### src/rtl/remux_if.sv
// remux_if: upstream word and downstream half-word handshake bundle
interface remux_if;
  logic [31:0] dataInput;
  logic        validIn;
  logic        readyOut;
  logic [15:0] dataOutput;
  logic        validOut;
  logic        readyIn;
  logic        lastHalf;
  modport master (
    output dataInput, validIn, readyIn,
    input  readyOut, dataOutput, validOut, lastHalf
  );
  modport slave (
    input  dataInput, validIn, readyIn,
    output readyOut, dataOutput, validOut, lastHalf
  );
endinterface

### src/rtl/remux.sv
// remux: splits each 32-bit sample word into two 16-bit half-words on a stream
module remux #(
  parameter bit HIGH_FIRST  = 1'b0,
  parameter int COUNT_WIDTH = 16
) (
  input  logic                   clock,
  input  logic                   resetN,
  remux_if.slave                 bus,
  output logic [COUNT_WIDTH-1:0] wordCount
);
  typedef enum logic [1:0] {EMPTY, FIRST, SECOND} state_t;
  state_t      state, state_next;
  logic [31:0] word;
  logic        load, done;
  logic [15:0] half_a, half_b;
  assign half_a         = HIGH_FIRST ? word[31:16] : word[15:0];
  assign half_b         = HIGH_FIRST ? word[15:0] : word[31:16];
  assign bus.readyOut   = resetN && (state == EMPTY || (state == SECOND && bus.readyIn));
  assign load           = bus.validIn && bus.readyOut;
  assign done           = state == SECOND && bus.readyIn;
  assign bus.validOut   = state != EMPTY;
  assign bus.lastHalf   = state == SECOND;
  assign bus.dataOutput = state == FIRST ? half_a : state == SECOND ? half_b : 16'h0;
  // next state: a new word may replace the second half in the same cycle
  always_comb begin
    state_next = state;
    state_next = state == EMPTY  ? (bus.validIn ? FIRST : EMPTY) :
                 state == FIRST  ? (bus.readyIn ? SECOND : FIRST) :
                 state == SECOND ? (bus.readyIn ? (bus.validIn ? FIRST : EMPTY) : SECOND) :
                 EMPTY;
  end
  // state, held word and completed-word counter
  always_ff @(posedge clock or negedge resetN) begin
    if (!resetN) begin
      state     <= EMPTY;
      word      <= '0;
      wordCount <= '0;
    end else begin
      state <= state_next;
      if (load) word <= bus.dataInput;
      if (done) wordCount <= wordCount + COUNT_WIDTH'(1);
    end
  end
endmodule

### src/flat_wrapper.sv
// flat-port wrapper written by rule: the top's interface ports become plain ports
module remux_flat 
#(
  parameter bit HIGH_FIRST  = 1'b0,
  parameter int COUNT_WIDTH = 16
)
  (clock, resetN, wordCount, bus_dataInput, bus_validIn, bus_readyIn, bus_readyOut, bus_dataOutput, bus_validOut, bus_lastHalf);
  remux_if bus_i ();
  input  logic clock;
  input  logic resetN;
  output logic [COUNT_WIDTH-1:0] wordCount;
  input wire logic [$bits(bus_i.dataInput)-1:0] bus_dataInput;
  input wire logic [$bits(bus_i.validIn)-1:0] bus_validIn;
  input wire logic [$bits(bus_i.readyIn)-1:0] bus_readyIn;
  output wire logic [$bits(bus_i.readyOut)-1:0] bus_readyOut;
  output wire logic [$bits(bus_i.dataOutput)-1:0] bus_dataOutput;
  output wire logic [$bits(bus_i.validOut)-1:0] bus_validOut;
  output wire logic [$bits(bus_i.lastHalf)-1:0] bus_lastHalf;
  assign bus_i.dataInput = bus_dataInput;
  assign bus_i.validIn = bus_validIn;
  assign bus_i.readyIn = bus_readyIn;
  assign bus_readyOut = bus_i.readyOut;
  assign bus_dataOutput = bus_i.dataOutput;
  assign bus_validOut = bus_i.validOut;
  assign bus_lastHalf = bus_i.lastHalf;
  remux #(.HIGH_FIRST(HIGH_FIRST), .COUNT_WIDTH(COUNT_WIDTH)) u_core (.clock(clock), .resetN(resetN), .bus(bus_i), .wordCount(wordCount));
endmodule
### config.mk
export PLATFORM = sky130hd
export DESIGN_NAME = remux_flat
export DESIGN_NICKNAME = d
export VERILOG_FILES = /design/src/rtl/remux_if.sv /design/src/rtl/remux.sv /design/src/flat_wrapper.sv
export SDC_FILE = /design/constraint.sdc
export NUM_CORES = 1
export LEC_CHECK = 0
export ABC_AREA = 1
export BUFFER_PORTS_ARGS = -buffer_cell sky130_fd_sc_hd__buf_4
export CAP_MARGIN = 20
export CELL_PAD_IN_SITES_DETAIL_PLACEMENT = 1
export CELL_PAD_IN_SITES_GLOBAL_PLACEMENT = 2
export CORE_MARGIN = 2
export CORE_UTILIZATION = 26
export DETAILED_ROUTE_END_ITERATION = 6
export HOLD_SLACK_MARGIN = 0.02
export PLACE_DENSITY = 0.81
export RECOVER_POWER = 25
export SLEW_MARGIN = 20
export SYNTH_ARGS = -nofsm -noshare
export SYNTH_HDL_FRONTEND = slang
export SYNTH_SLANG_ARGS = --single-unit
### constraint.sdc
create_clock -name clock -period 1.4 [get_ports clock]
set_input_delay 0.14 -clock clock [delete_from_list [all_inputs] [get_ports clock]]
set_output_delay 0.14 -clock clock [all_outputs]
set_load 0.1 [all_outputs]
[After elaboration in Yosys (flattened, before gate mapping)]
Cells that the tools add are included.
Word-level totals
  flip-flop bits (word level): 50
  latch bits: 0
  bits in writable memories: 0
  memory bits (read-only): 0
  input bits: 36
  output and inout bits: 35
  memories kept: 0
Cells by class
  add/sub/neg operators: 1
  $mul: 0
  div/mod/pow operators: 0
  order comparisons: 0
  equal/unequal tests: 2
  shift operators: 0
  muxes and demuxes: 8
  bitwise logic cells: 0
  reductions and logical operators: 6
Operators by type and width (number)
  two-way mux 16 bit: 2
  adder 16 x 1 -> 16 bit, second input constant: 1
  two-way mux 2 bit: 5
  logical AND 1 bit: 3
  equality test 2 x 1 -> 1 bit, second input constant: 1
  equality test 2 bit, second input constant: 1
  zero test 2 bit: 1
  nonzero test 2 bit: 1
  logical OR 1 bit: 1
  two-way mux 1 bit: 1

[Depth between registers and ports, before layout]
Gate-level depths: netlist of run 1.
  depth in word-level cells: 5
  mapped depth: 9
  mapped depth without buffers: 8

[Least setup slack after synthesis of run 1]
No wires, ideal clock.
  kind: register to output
  from: register u_core.state[0]
  to: output bus_dataOutput[10]
  data arrival time: 1989 ps
  path slack: -729 ps
  stages on the path, launching flop included: 8
  buffers on the path: 2
  path through: dfrtp_1 -> buf_4 -> clkinv_2 -> nand2_1 -> inv_2 -> buf_2 -> nand2_1 -> nand2_1
On the way
  cells in the longest elaborated chain, start to end: 3
  elaborated cells between the ends (all ways): 4
  those cells by class: eq/ne: 2; mux: 2
RTL lines
  start: declaration: line remux.sv:12  | state_t state, state_next;
  start signal: assignment: line remux.sv:39  | state <= state_next;
  equality test 2 bit
  net bus_lastHalf: line flat_wrapper.sv:18  | output wire logic [$bits(bus_i.lastHalf)-1:0] bus_lastHalf;
  two-way mux 16 bit (2 in a row): line remux.sv:23  | assign bus.dataOutput = state == FIRST ? half_a : state == SECOND ? half_b : 16'h0;
  end: declaration: line flat_wrapper.sv:16  | output wire logic [$bits(bus_i.dataOutput)-1:0] bus_dataOutput;
The timed path passes the listed nets, and every way through them passes these cells.

[Final worst setup path of run 1]
  from: register u_core.state[0]
  to: output bus_readyOut
On the way
  cells in the longest elaborated chain, start to end: 4
  elaborated cells between the ends (all ways): 5
  those cells by class: eq/ne: 1; reduce/logical: 4
RTL lines
  equality test 2 bit: line remux.sv:18  | assign bus.readyOut = resetN && (state == EMPTY || (state == SECOND && bus.readyIn));
  logical AND 1 bit: line remux.sv:18
  logical OR 1 bit (*): line remux.sv:18
  logical AND 1 bit (*): line remux.sv:18
  end: declaration: line flat_wrapper.sv:15  | output wire logic [$bits(bus_i.readyOut)-1:0] bus_readyOut;
Mark *: on every way between the ends. The rest lies on a longest branch, timed or not.

==> results of run 1 <==
[flip-flops by register name, indices dropped and copies added, names as in the netlist]
signal	cells
u_core.word	32
u_core.wordCount	16
u_core.state	2
[area by class of cell]
class	count	area, um^2	area share (%)
multi-input combinational	240	1810	38.5
sequential	50	1290	27.5
timing repair buffer	102	1250	26.7
tap	129	161	3.43
inverter	21	93.8	1.99
clock buffer	7	86.3	1.83
clock inverter	1	5.00	0.106
[per-layer routing]
layer	up-vias	global-route usage [%]	wire, um
met4	0	4.31	80
met5	-	0	0
li1	1225	-	-
met2	64	30.3	4690
met1	1282	22.7	4080
met3	8	3.69	381
[power by group]
| part | internal, mW | leakage, nW | switching [mW] | total [mW] |
|---|---|---|---|---|
| logic | 2.90 | 1.56 | 4.49 | 7.39 |
| registers | 1.99 | 0.606 | 0.692 | 2.68 |
| clock network | 0.401 | 0.0482 | 0.518 | 0.919 |
| total | 5.29 | 2.21 | 5.70 | 11.0 |
[layout by cell type, fill, tap and decap left out, drive strengths merged]
| master | count |
|---|---|
| nor3 | 2 |
| xor2 | 6 |
| clkinv | 3 |
| o21ai | 2 |
| xnor2 | 3 |
| buf | 97 |
| dlygate4sd3 | 2 |
| nor2 | 19 |
| inv | 19 |
| nand3 | 59 |
| ha | 1 |
| clkbuf | 10 |
| dfrtp | 50 |
| nand4 | 5 |
| nand2 | 141 |
| a21boi | 1 |
| nand3b | 1 |
[logic make-up after synthesis]
logic type | count (synthesis) | synth area share, %
and+or+nand+nor | 227 | 38.4
buffers and inverters | 36 | 6.75
adders and majority gates | 1 | 0.500
DFF | 50 | 50.0
xor gates and xnor gates | 9 | 3.15
AOI/OAI and AO/OA | 3 | 1.15
[worst register-to-register path, cell delays in order, from the launching register on]
cell,delay [ns]
dfrtp_2,0.46
clkinv_4,0.09
buf_6,0.11
nand2_8,0.05
a21boi_4,0.17
buf_6,0.15
nand2_8,0.10
buf_12,0.19
nand2_2,0.07
nand2_1,0.05
[worst paths after layout]
path	start	to	slack [ns]
min in group asynchronous	resetN	u_core.word[26]$_DFFE_PN0P_	0.67
max in group asynchronous	resetN	u_core.wordCount[2]$_DFFE_PN0P_	0.18
worst min register to register	u_core.word[16]$_DFFE_PN0P_	u_core.word[16]$_DFFE_PN0P_	0.50
worst max-delay path	u_core.state[0]$_DFF_PN0_	bus_readyOut	-0.22
worst min-delay path	bus_dataInput[19]	u_core.word[19]$_DFFE_PN0P_	0.05
worst max register to register	u_core.state[0]$_DFF_PN0_	u_core.word[23]$_DFFE_PN0P_	-0.14
[stage by stage]
stage	instance area, um^2	TNS, ns	util, %	power (mW)	hold slack (ns)
floorplan	2760	-1.38	-	6.26	-0.156
global placement	3530	0	38.1	7.47	0.351
detailed placement	3530	-0.292	38.1	7.54	0.344
CTS	4270	-6.98	46.0	10.1	0.0429
global route	4710	-11.31	50.7	11.5	0.0508
finish	4710	-7.43	50.7	11.0	0.0487
[timing repair]
action	4_1_cts	5_1_grt
buffers inserted	4	2
setup endpoints to repair	31	60
pin swaps	12	18
hold buffers	2	0
gates cloned	5	1
resized for setup	117	105
hold endpoints to repair	51	0
==> results by group, run 1 <==
Clocking
  – CTS clock-pin slew for the worst setup and hold paths: 0.10 ns
  – CTS Buf Count: 5
  – Root Driver: clkbuf_8
  – H-tree Lvls: 2
  – Clk buf depth: 2
  – Worst skew pair latency: 0.31 ns
  – Num Clock Sinks: 50
  – CTS tree: yes

Die
  – Die area: roughly 10000 um^2
  – Initial core utilization: 27.0%
  – Boundary Pins: 71
  – Die Y: 102 um
  – Core Region: 9280 um^2
  – Die X: ~100 um
  – Row cnt: 35

Synth
  – Post-Syn Instances: 326
  – Mapped Area: 2500 um^2
  – Syn avg cell area: 7.68 um^2
  – Post-synth EDFFs: 0
  – Share of the synthesized area in the top cell type: 50.0%
  – Main flop type after synthesis: dfrtp_1
  – Register area share after synthesis: about 50%
  – Post-synth top area cell: dfrtp_1
  – #FFs+latches synth: 50
  – Syn nets: 363
  – Distinct cells, synth: 24
  – Largest cells by area after synthesis: dfrtp_1, nand2_1, nand3_1, inv_1, nor2_1
  – Top cells by count, synth: nand2_1, nand3_1, dfrtp_1
  – Most common cell in the netlist: nand2_1
  – Fraction of registers with async set/reset: 100%
  – Ys Warns: 0

Layout
  – Area growth syn-to-layout: 88.2%
  – Final Non-Filler Cells: 550
  – # nets final: 457
  – Share of cells above drive strength 1: 56.8%
  – N_diodes: 0
  – Fill count: 1056

Routing
  – Antenna Violating Nets Remaining: 0
  – Wire per inst: roughly 17 um
  – DRT iter0 DRCs: ~100
  – # DRC: 0
  – Vias per inst: between 4 and 5
  – Vias: around 2600
  – DRT Wirelength: between 9000 and 10000 um
  – Pre-antenna DRT Iters: 4

Timing
  – Setup Viol. Count Final: 51
  – Clock skew: 0.0123 ns
  – Final hold violations: 0
  – Worst Tran Pin Value: 0.718 ns
  – Setup WS post-layout: -0.222 ns
  – RSZ-0062 raised after global routing: yes
  – Fin crit share: 116%
  – Peak Freq: ~600 MHz
  – Tmin final: 1.62 ns
  – Max_slew headroom: a little over half
  – Max-slew violation count: 0

Status
  – Outcome: complete, but fails checks
  – Failing checks: negative setup slack

Place
  – Placed cells: about 530
  – Worst slack at placement: -0.0472 ns
  – Routability cong.: 0.747
  – Dpl hpwl: approximately 5700 um
  – Port Buffers: 70

Worst hold path
  – HP Class: in2reg
  – Hold Crit Depth: 3

Critical path
  – Slowest-stage cell, CP: dfrtp_2
  – Buffers & Inverters on Critical Path: 4
  – CP required: about 1.3 ns
  – R2R cell count: 9
  – Crit-path max cell delay: about 0.46 ns
  – Number of cells on the critical path: 6
  – Data arrival, critical path: roughly 1.5 ns
  – Crit path launch type: flop
  – CP top delay family: buffers and inverters
  – CP Cell Sequence: clkinv_4 > buf_6 > nand2_8 > a21boi_4 > buf_12 > buf_12
  – Crit path kind: reg2out
  – Critical-path maximum fanout: 3
  – Worst Setup End Kind: output port
  – Most Frequent Cell on Critical Path: buf_12

GRT
  – Largest net degree at the start of global routing: approximately 50
  – First-pass GRT wire length: 14000 um
  – Initial antenna violation count: 0
  – GRT overflow: 0
  – Vias in the first global route: about 2700
  – All-layer global routing usage: 17.6%

Pwr
  – Leak: 2.21 nW
  – Peak supply drop: 1.90 mV
  – Pwr dens: 2330 nW/um^2

Job
  – Max Cap Viol: 0
Note: power is estimated with default switching activity, not from simulation.
==> run 2, diff against run 1 <==
- GPL_TIMING_DRIVEN: default -> 0
==> run 2 against run 1 <==
The run ends with negative hold slack, negative setup slack left. First-iteration DRC count fell by 43%. Clock power rose by 3.0%. Global-route usage fell by 0.74 points. Sequential share of layout area rose by 2.3 points. Critical endpoint unchanged. Largest cell class unchanged.
==> results by group, run 2 (synthesis gave the netlist of run 1 again) <==
GRT
  – All-layer global routing usage: 16.9% (was 17.6%)
  – Largest net degree at the start of global routing: 52 (was 51)
  – Vias in the first global route: 2690 (was 2738)
  – Initial antenna violation count: 0 (unchanged)
  – First-pass GRT wire length: 13500 um (was 14000 um)
  – GRT overflow: 0 (unchanged)

Layout
  – Area growth syn-to-layout: 73.3% (was 88.2%)
  – Share of cells above drive strength 1: 42.0% (was 56.8%)
  – Largest regs: u_core.word: 32 flops, u_core.wordCount: 16 flops, u_core.state: 2 flops (unchanged)
  – Largest reg by FF count: u_core.word (unchanged)
  – Most frequent cells in the layout: nand2_1, buf_4, nand3_1 (was nand2_1, buf_4, nand2_4)
  – N_diodes: 0 (unchanged)
  – Area of the multi-input gates: 1570 um^2 (was 1810 um^2)
  – Max FFs per register: 32 (unchanged)
  – Final Instance Area: 4340 um^2 (was 4710 um^2)
  – Most common cell after layout, fill and taps aside: nand2_1 (unchanged)
  – Fill count: 1084 (was 1056)
  – Final Non-Filler Cells: 548 (was 550)
  – # nets final: 455 (was 457)
  – Register area: 1290 um^2 (about the same)

Die
  – Core Region: 9280 um^2 (unchanged)
  – Die X: 102 um (unchanged)
  – Die Y: 102 um (unchanged)
  – Row cnt: 35 (unchanged)
  – Boundary Pins: 71 (unchanged)
  – Die area: 10400 um^2 (unchanged)
  – Initial core utilization: 27.0% (unchanged)

Pwr
  – Peak supply drop: 1.64 mV (was 1.90 mV)
  – Leak: 2.12 nW (was 2.21 nW)
  – Pwr dens: 2350 nW/um^2 (was 2330 nW/um^2)

Clocking
  – Worst skew pair latency: 0.31 ns (about the same)
  – Clk buf depth: 2 (unchanged)
  – Hold_buf cts: 1 (was 2)
  – CTS tree: yes (unchanged)
  – Num Clock Sinks: 50 (unchanged)
  – H-tree Lvls: 2 (unchanged)
  – CTS Buf Count: 5 (unchanged)
  – CTS clock-pin slew for the worst setup and hold paths: 0.10 ns (about the same)
  – Root Driver: clkbuf_8 (unchanged)

Timing
  – Setup Viol. Count Final: 50 (was 51)
  – Worst Tran Pin Value: 0.693 ns (was 0.718 ns)
  – Max_slew headroom: 53.8% (was 52.2%)
  – Peak Freq: 614 MHz (was 616 MHz)
  – Setup WS post-layout: -0.228 ns (was -0.222 ns)
  – Hold slack: -0.144 ns (was 0.0487 ns)
  – Final hold violations: 50 (was 0)
  – Max-slew violation count: 0 (unchanged)
  – Clock skew: 0.00731 ns (was 0.0123 ns)
  – Fin crit share: 116% (about the same)
  – Tmin final: 1.63 ns (was 1.62 ns)
  – RSZ-0062 raised after global routing: yes (unchanged)

Critical path
  – CP required: 1.26 ns (about the same)
  – Data arrival, critical path: 1.49 ns (was 1.48 ns)
  – Critical-path maximum fanout: 4 (was 3)
  – Worst Setup End Kind: output port (unchanged)
  – R2R cell count: 9 (unchanged)
  – Crit path launch type: flop (unchanged)
  – Crit path kind: reg2out (unchanged)

Routing
  – # DRC: 0 (unchanged)
  – Antenna Violating Nets Remaining: 0 (unchanged)
  – Wire per inst: 15.4 um (was 16.8 um)
  – DRT iter0 DRCs: 59 (was 103)
  – Pre-antenna DRT Iters: 4 (unchanged)
  – DRT Wirelength: 8420 um (was 9230 um)
  – Vias: 2497 (was 2579)
  – Vias per inst: 4.56 (was 4.69)

Status
  – Failing checks: negative hold slack, negative setup slack (was negative setup slack)
  – Outcome: complete, but fails checks (unchanged)

Place
  – Placed cells: 524 (was 529)
  – Routability cong.: 0.770 (was 0.747)
  – Placed Area: 3440 um^2 (was 3530 um^2)
  – Port Buffers: 69 (was 70)
  – Dpl hpwl: 5670 um (was 5710 um)

Worst hold path
  – HP Class: in2async (was in2reg)

Job
  – Max Cap Viol: 0 (unchanged)
-- run 2: changes by cell type in the layout (fill, tap and decap cells not counted), sizes merged --
cell,change
buf,-5
dlygate4sd3,-1
clkinvlp,+1
clkbuf,+3
-- run 2: area by class of cell --
type	instances	share of cell area, %
plain buffers	15	3.78
clock buffers	6	1.90
clock inverters	2	0.375
inverters	21	2.51
multi-input cells	240	36.2
flip-flops and latches	50	29.8
well taps	129	3.72
repair buffers	85	21.7
-- run 2: through the flow --
step / TNS, ns / setup slack (ns) / total power, mW / hold slack (ns) / utilization (%)
floorplan: -1.38 / -0.123 / 6.26 / -0.156 / -
global placement: -15.35 / -0.489 / 7.28 / 0.234 / 37.1
detailed placement: -15.46 / -0.515 / 7.35 / 0.236 / 37.1
CTS: -10.44 / -0.247 / 9.87 / -0.117 / 44.4
global route: -12.33 / -0.291 / 10.7 / -0.106 / 46.7
finish: -8.28 / -0.228 / 10.2 / -0.144 / 46.7
-- run 2: final timing paths --
path,startpoint,to,slack (ns)
setup / recovery,u_core.state[0]$_DFF_PN0_,bus_readyOut,-0.23
hold / removal,resetN,u_core.word[26]$_DFFE_PN0P_,-0.14
setup reg to reg,u_core.state[0]$_DFF_PN0_,u_core.word[23]$_DFFE_PN0P_,-0.18
hold reg to reg,u_core.word[16]$_DFFE_PN0P_,u_core.word[16]$_DFFE_PN0P_,0.48
max in group asynchronous,resetN,u_core.wordCount[11]$_DFFE_PN0P_,1.00
min in group clock,bus_dataInput[4],u_core.word[4]$_DFFE_PN0P_,0.05
-- run 2: per-layer routing --
metal / global-route usage (%) / part of all wire [%] / vias to the layer above / routed length [um]
met1: 22.0 / 45 / 1232 / 3770
met5: 0 / 0 / - / 0
li1: - / - / 1212 / -
met3: 3.08 / 3.1 / 8 / 265
met2: 29.3 / 51 / 45 / 4280
met4: 3.69 / 1.2 / 0 / 101
-- run 2: report_power, final --
group | internal [mW] | switching, mW | total [mW]
combinational | 2.45 | 4.28 | 6.73
clock | 0.409 | 0.538 | 0.947
sequential | 1.99 | 0.540 | 2.53
-- run 2: critical path, cell delays in order (launching register included) --
cell and delay, ns:
dfrtp_1 0.39, buf_6 0.14, clkinv_8 0.07, nand3_4 0.10, a21boi_4 0.20, buf_8 0.13, buf_12 0.16
-- run 2: timing repair --
action	4_1_cts	5_1_grt
resized for setup	111	37
endpoints found under the setup margin	57	57
pin swaps	2	7
cloned	3	2
setup buffers	9	2
hold endpoints to repair	51	50
==> run 3, diff against run 2 <==
- HOLD_SLACK_MARGIN: 0.02 -> default
==> run 3 against run 2 <==
Sequential power hardly changed. Combinational power about the same. The run still ends with negative hold slack, negative setup slack left. Largest cell class unchanged. Critical endpoint unchanged. Clock skew is 0.0017 ns higher. Fmax down 0.39%.
==> results by group, run 3 (synthesis gave the netlist of run 1 again) <==
Routing
  – Antenna Violating Nets Remaining: 0 (unchanged)
  – # DRC: 0 (unchanged)
  – Vias: 2483 (was 2497)
  – Pre-antenna DRT Iters: 4 (unchanged)
  – Vias per inst: 4.54 (was 4.56)
  – DRT Wirelength: 8490 um (was 8420 um)
  – Wire per inst: 15.5 um (was 15.4 um)
  – DRT iter0 DRCs: 65 (was 59)

GRT
  – Initial antenna violation count: 0 (unchanged)
  – All-layer global routing usage: 16.9% (about the same)
  – First-pass GRT wire length: 13500 um (about the same)
  – Largest net degree at the start of global routing: 52 (unchanged)
  – Vias in the first global route: 2691 (was 2690)
  – GRT overflow: 0 (unchanged)

Layout
  – Share of cells above drive strength 1: 42.3% (was 42.0%)
  – Fin util: 46.7% (about the same)
  – Max FFs per register: 32 (unchanged)
  – Final Instance Area: 4330 um^2 (was 4340 um^2)
  – Area growth syn-to-layout: 73.1% (was 73.3%)
  – # nets final: 454 (was 455)
  – Largest regs: u_core.word: 32 flops, u_core.wordCount: 16 flops, u_core.state: 2 flops (unchanged)
  – N_diodes: 0 (unchanged)
  – Most common cell after layout, fill and taps aside: nand2_1 (unchanged)
  – Most frequent cells in the layout: nand2_1, buf_4, nand3_1 (unchanged)
  – Largest reg by FF count: u_core.word (unchanged)

Place
  – Port Buffers: 69 (unchanged)
  – Routability cong.: 0.770 (unchanged)
  – Placed Area: 3440 um^2 (unchanged)
  – Dpl hpwl: 5670 um (unchanged)

Critical path
  – Number of cells on the critical path: 6 (unchanged)
  – FF-to-FF End: u_core.word[23]$_DFFE_PN0P_ (unchanged)
  – Crit path kind: reg2out (unchanged)
  – Crit path launch type: flop (unchanged)
  – R2R setup slack: -0.19 ns (was -0.18 ns)
  – CP Cell Sequence: buf_6 > clkinv_8 > nand3_4 > a21boi_4 > buf_8 > buf_12 (unchanged)
  – Buffers & Inverters on Critical Path: 4 (unchanged)
  – R2R cell count: 9 (unchanged)
  – Worst Setup End Kind: output port (unchanged)
  – Worst setup path end: bus_readyOut (unchanged)
  – FF-to-FF Start: u_core.state[0]$_DFF_PN0_ (unchanged)
  – CP required: 1.26 ns (about the same)
  – Critical-path maximum fanout: 4 (unchanged)
  – Slowest-stage cell, CP: dfrtp_1 (unchanged)
  – Crit-path max cell delay: 0.39 ns (about the same)
  – Critical Path Source: u_core.state[0]$_DFF_PN0_ (unchanged)
  – Data arrival, critical path: 1.49 ns (about the same)
  – CP top delay family: buffers and inverters (unchanged)

Clocking
  – Clk buf depth: 2 (unchanged)
  – Num Clock Sinks: 50 (unchanged)
  – CTS clock-pin slew for the worst setup and hold paths: 0.10 ns (about the same)
  – CTS Buf Count: 5 (unchanged)
  – Root Driver: clkbuf_8 (unchanged)
  – H-tree Lvls: 2 (unchanged)
  – CTS tree: yes (unchanged)
  – Worst skew pair latency: 0.31 ns (about the same)

Timing
  – Setup Viol. Count Final: 50 (unchanged)
  – Tmin final: 1.63 ns (about the same)
  – RSZ-0062 raised after global routing: yes (unchanged)
  – Peak Freq: 612 MHz (was 614 MHz)
  – Max_slew headroom: 54.1% (was 53.8%)
  – Final hold violations: 50 (unchanged)
  – Hold slack: -0.140 ns (was -0.144 ns)
  – Worst Tran Pin Value: 0.689 ns (was 0.693 ns)
  – Fin crit share: 117% (was 116%)
  – Clock skew: 0.00899 ns (was 0.00731 ns)
  – Max-slew violation count: 0 (unchanged)
  – Setup WS post-layout: -0.234 ns (was -0.228 ns)

Pwr
  – Reg power frac: 24.7% (was 24.8%)
  – Comb power frac: 66.0% (about the same)
  – Pwr dens: 2360 nW/um^2 (was 2350 nW/um^2)
  – Internal Power: 4.85 mW (about the same)
  – Sw power: 5.37 mW (was 5.35 mW)
  – Peak supply drop: 1.55 mV (was 1.64 mV)
  – Sw Ratio: 52.6% (was 52.5%)
  – Leak: 2.12 nW (about the same)
  – Clock share of power: 9.3% (about the same)

Die
  – Core Region: 9280 um^2 (unchanged)
  – Die X: 102 um (unchanged)
  – Initial core utilization: 27.0% (unchanged)
  – Boundary Pins: 71 (unchanged)
  – Die Y: 102 um (unchanged)
  – Row cnt: 35 (unchanged)
  – Die area: 10400 um^2 (unchanged)

Status
  – Outcome: complete, but fails checks (unchanged)
  – Failing checks: negative hold slack, negative setup slack (unchanged)

Worst hold path
  – HP Class: in2async (unchanged)

Job
  – Max Cap Viol: 0 (unchanged)
-- run 3: changes by cell type in the layout (fill, tap and decap cells not counted), sizes merged --
cell,before,now
dlygate4sd3,1,0
-- run 3: worst min path at each step --
stage | cells after the start | end | start
final | 1 | u_core.word[26]$_DFFE_PN0P_ | resetN
after CTS | 1 | u_core.word[26]$_DFFE_PN0P_ | resetN
after detailed placement | 1 | u_core.word[26]$_DFFE_PN0P_ | resetN
after floorplan | 0 | u_core.state[0]$_DFF_PN0_ | resetN
after global placement | 1 | u_core.word[26]$_DFFE_PN0P_ | resetN
after global routing | 1 | u_core.word[26]$_DFFE_PN0P_ | resetN
-- run 3: per-layer routing --
| metal | routed length, um | vias up | global-route usage [%] |
|---|---|---|---|
| li1 | - | 1210 | - |
| met5 | 0 | - | 0 |
| met2 | 4300 | 45 | 29.5 |
| met3 | 272 | 8 | 3.08 |
| met1 | 3820 | 1220 | 22.0 |
| met4 | 101 | 0 | 3.69 |
-- run 3: layout make-up --
class                      instances  area, um^2
fill                            1088        4950
multi-input combinational        240        1570
sequential                        50        1290
timing repair buffer              84         931
inverter                          21         109
tap                              129         161
clock inverter                     2        16.3
clock buffer                       6        82.6
buffer                            15         164
-- run 3: what timing repair did --
action | in CTS | in global routing
pin swaps | 2 | 7
endpoints found under the setup margin | 57 | 57
cloned | 3 | 2
buffers inserted | 9 | 2
endpoints found under the hold margin | 50 | 50
resized for setup | 111 | 38
-- run 3: metrics by stage --
| step | power, mW | TNS, ns | worst slack, ns | instances |
|---|---|---|---|---|
| 4_1_cts | 9.87 | -10.44 | -0.247 | 544 |
| 6_report | 10.2 | -8.73 | -0.234 | 547 |
| 3_5_place_dp | 7.35 | -15.46 | -0.515 | 524 |
| 5_1_grt | 10.7 | -12.95 | -0.301 | 547 |
| 2_1_floorplan | 6.26 | -1.38 | -0.123 | 326 |
| 3_3_place_gp | 7.28 | -15.35 | -0.489 | 524 |
-- run 3: power groups by stage --
stage	Sequential [mW]	Combinational (mW)	Clock, mW
3_3_place_gp	2.35	4.93	0
2_1_floorplan	2.66	3.60	0
3_5_place_dp	2.37	4.99	0
6_report	2.53	6.75	0.948
5_1_grt	2.59	7.11	1.04
4_1_cts	2.45	6.42	0.992
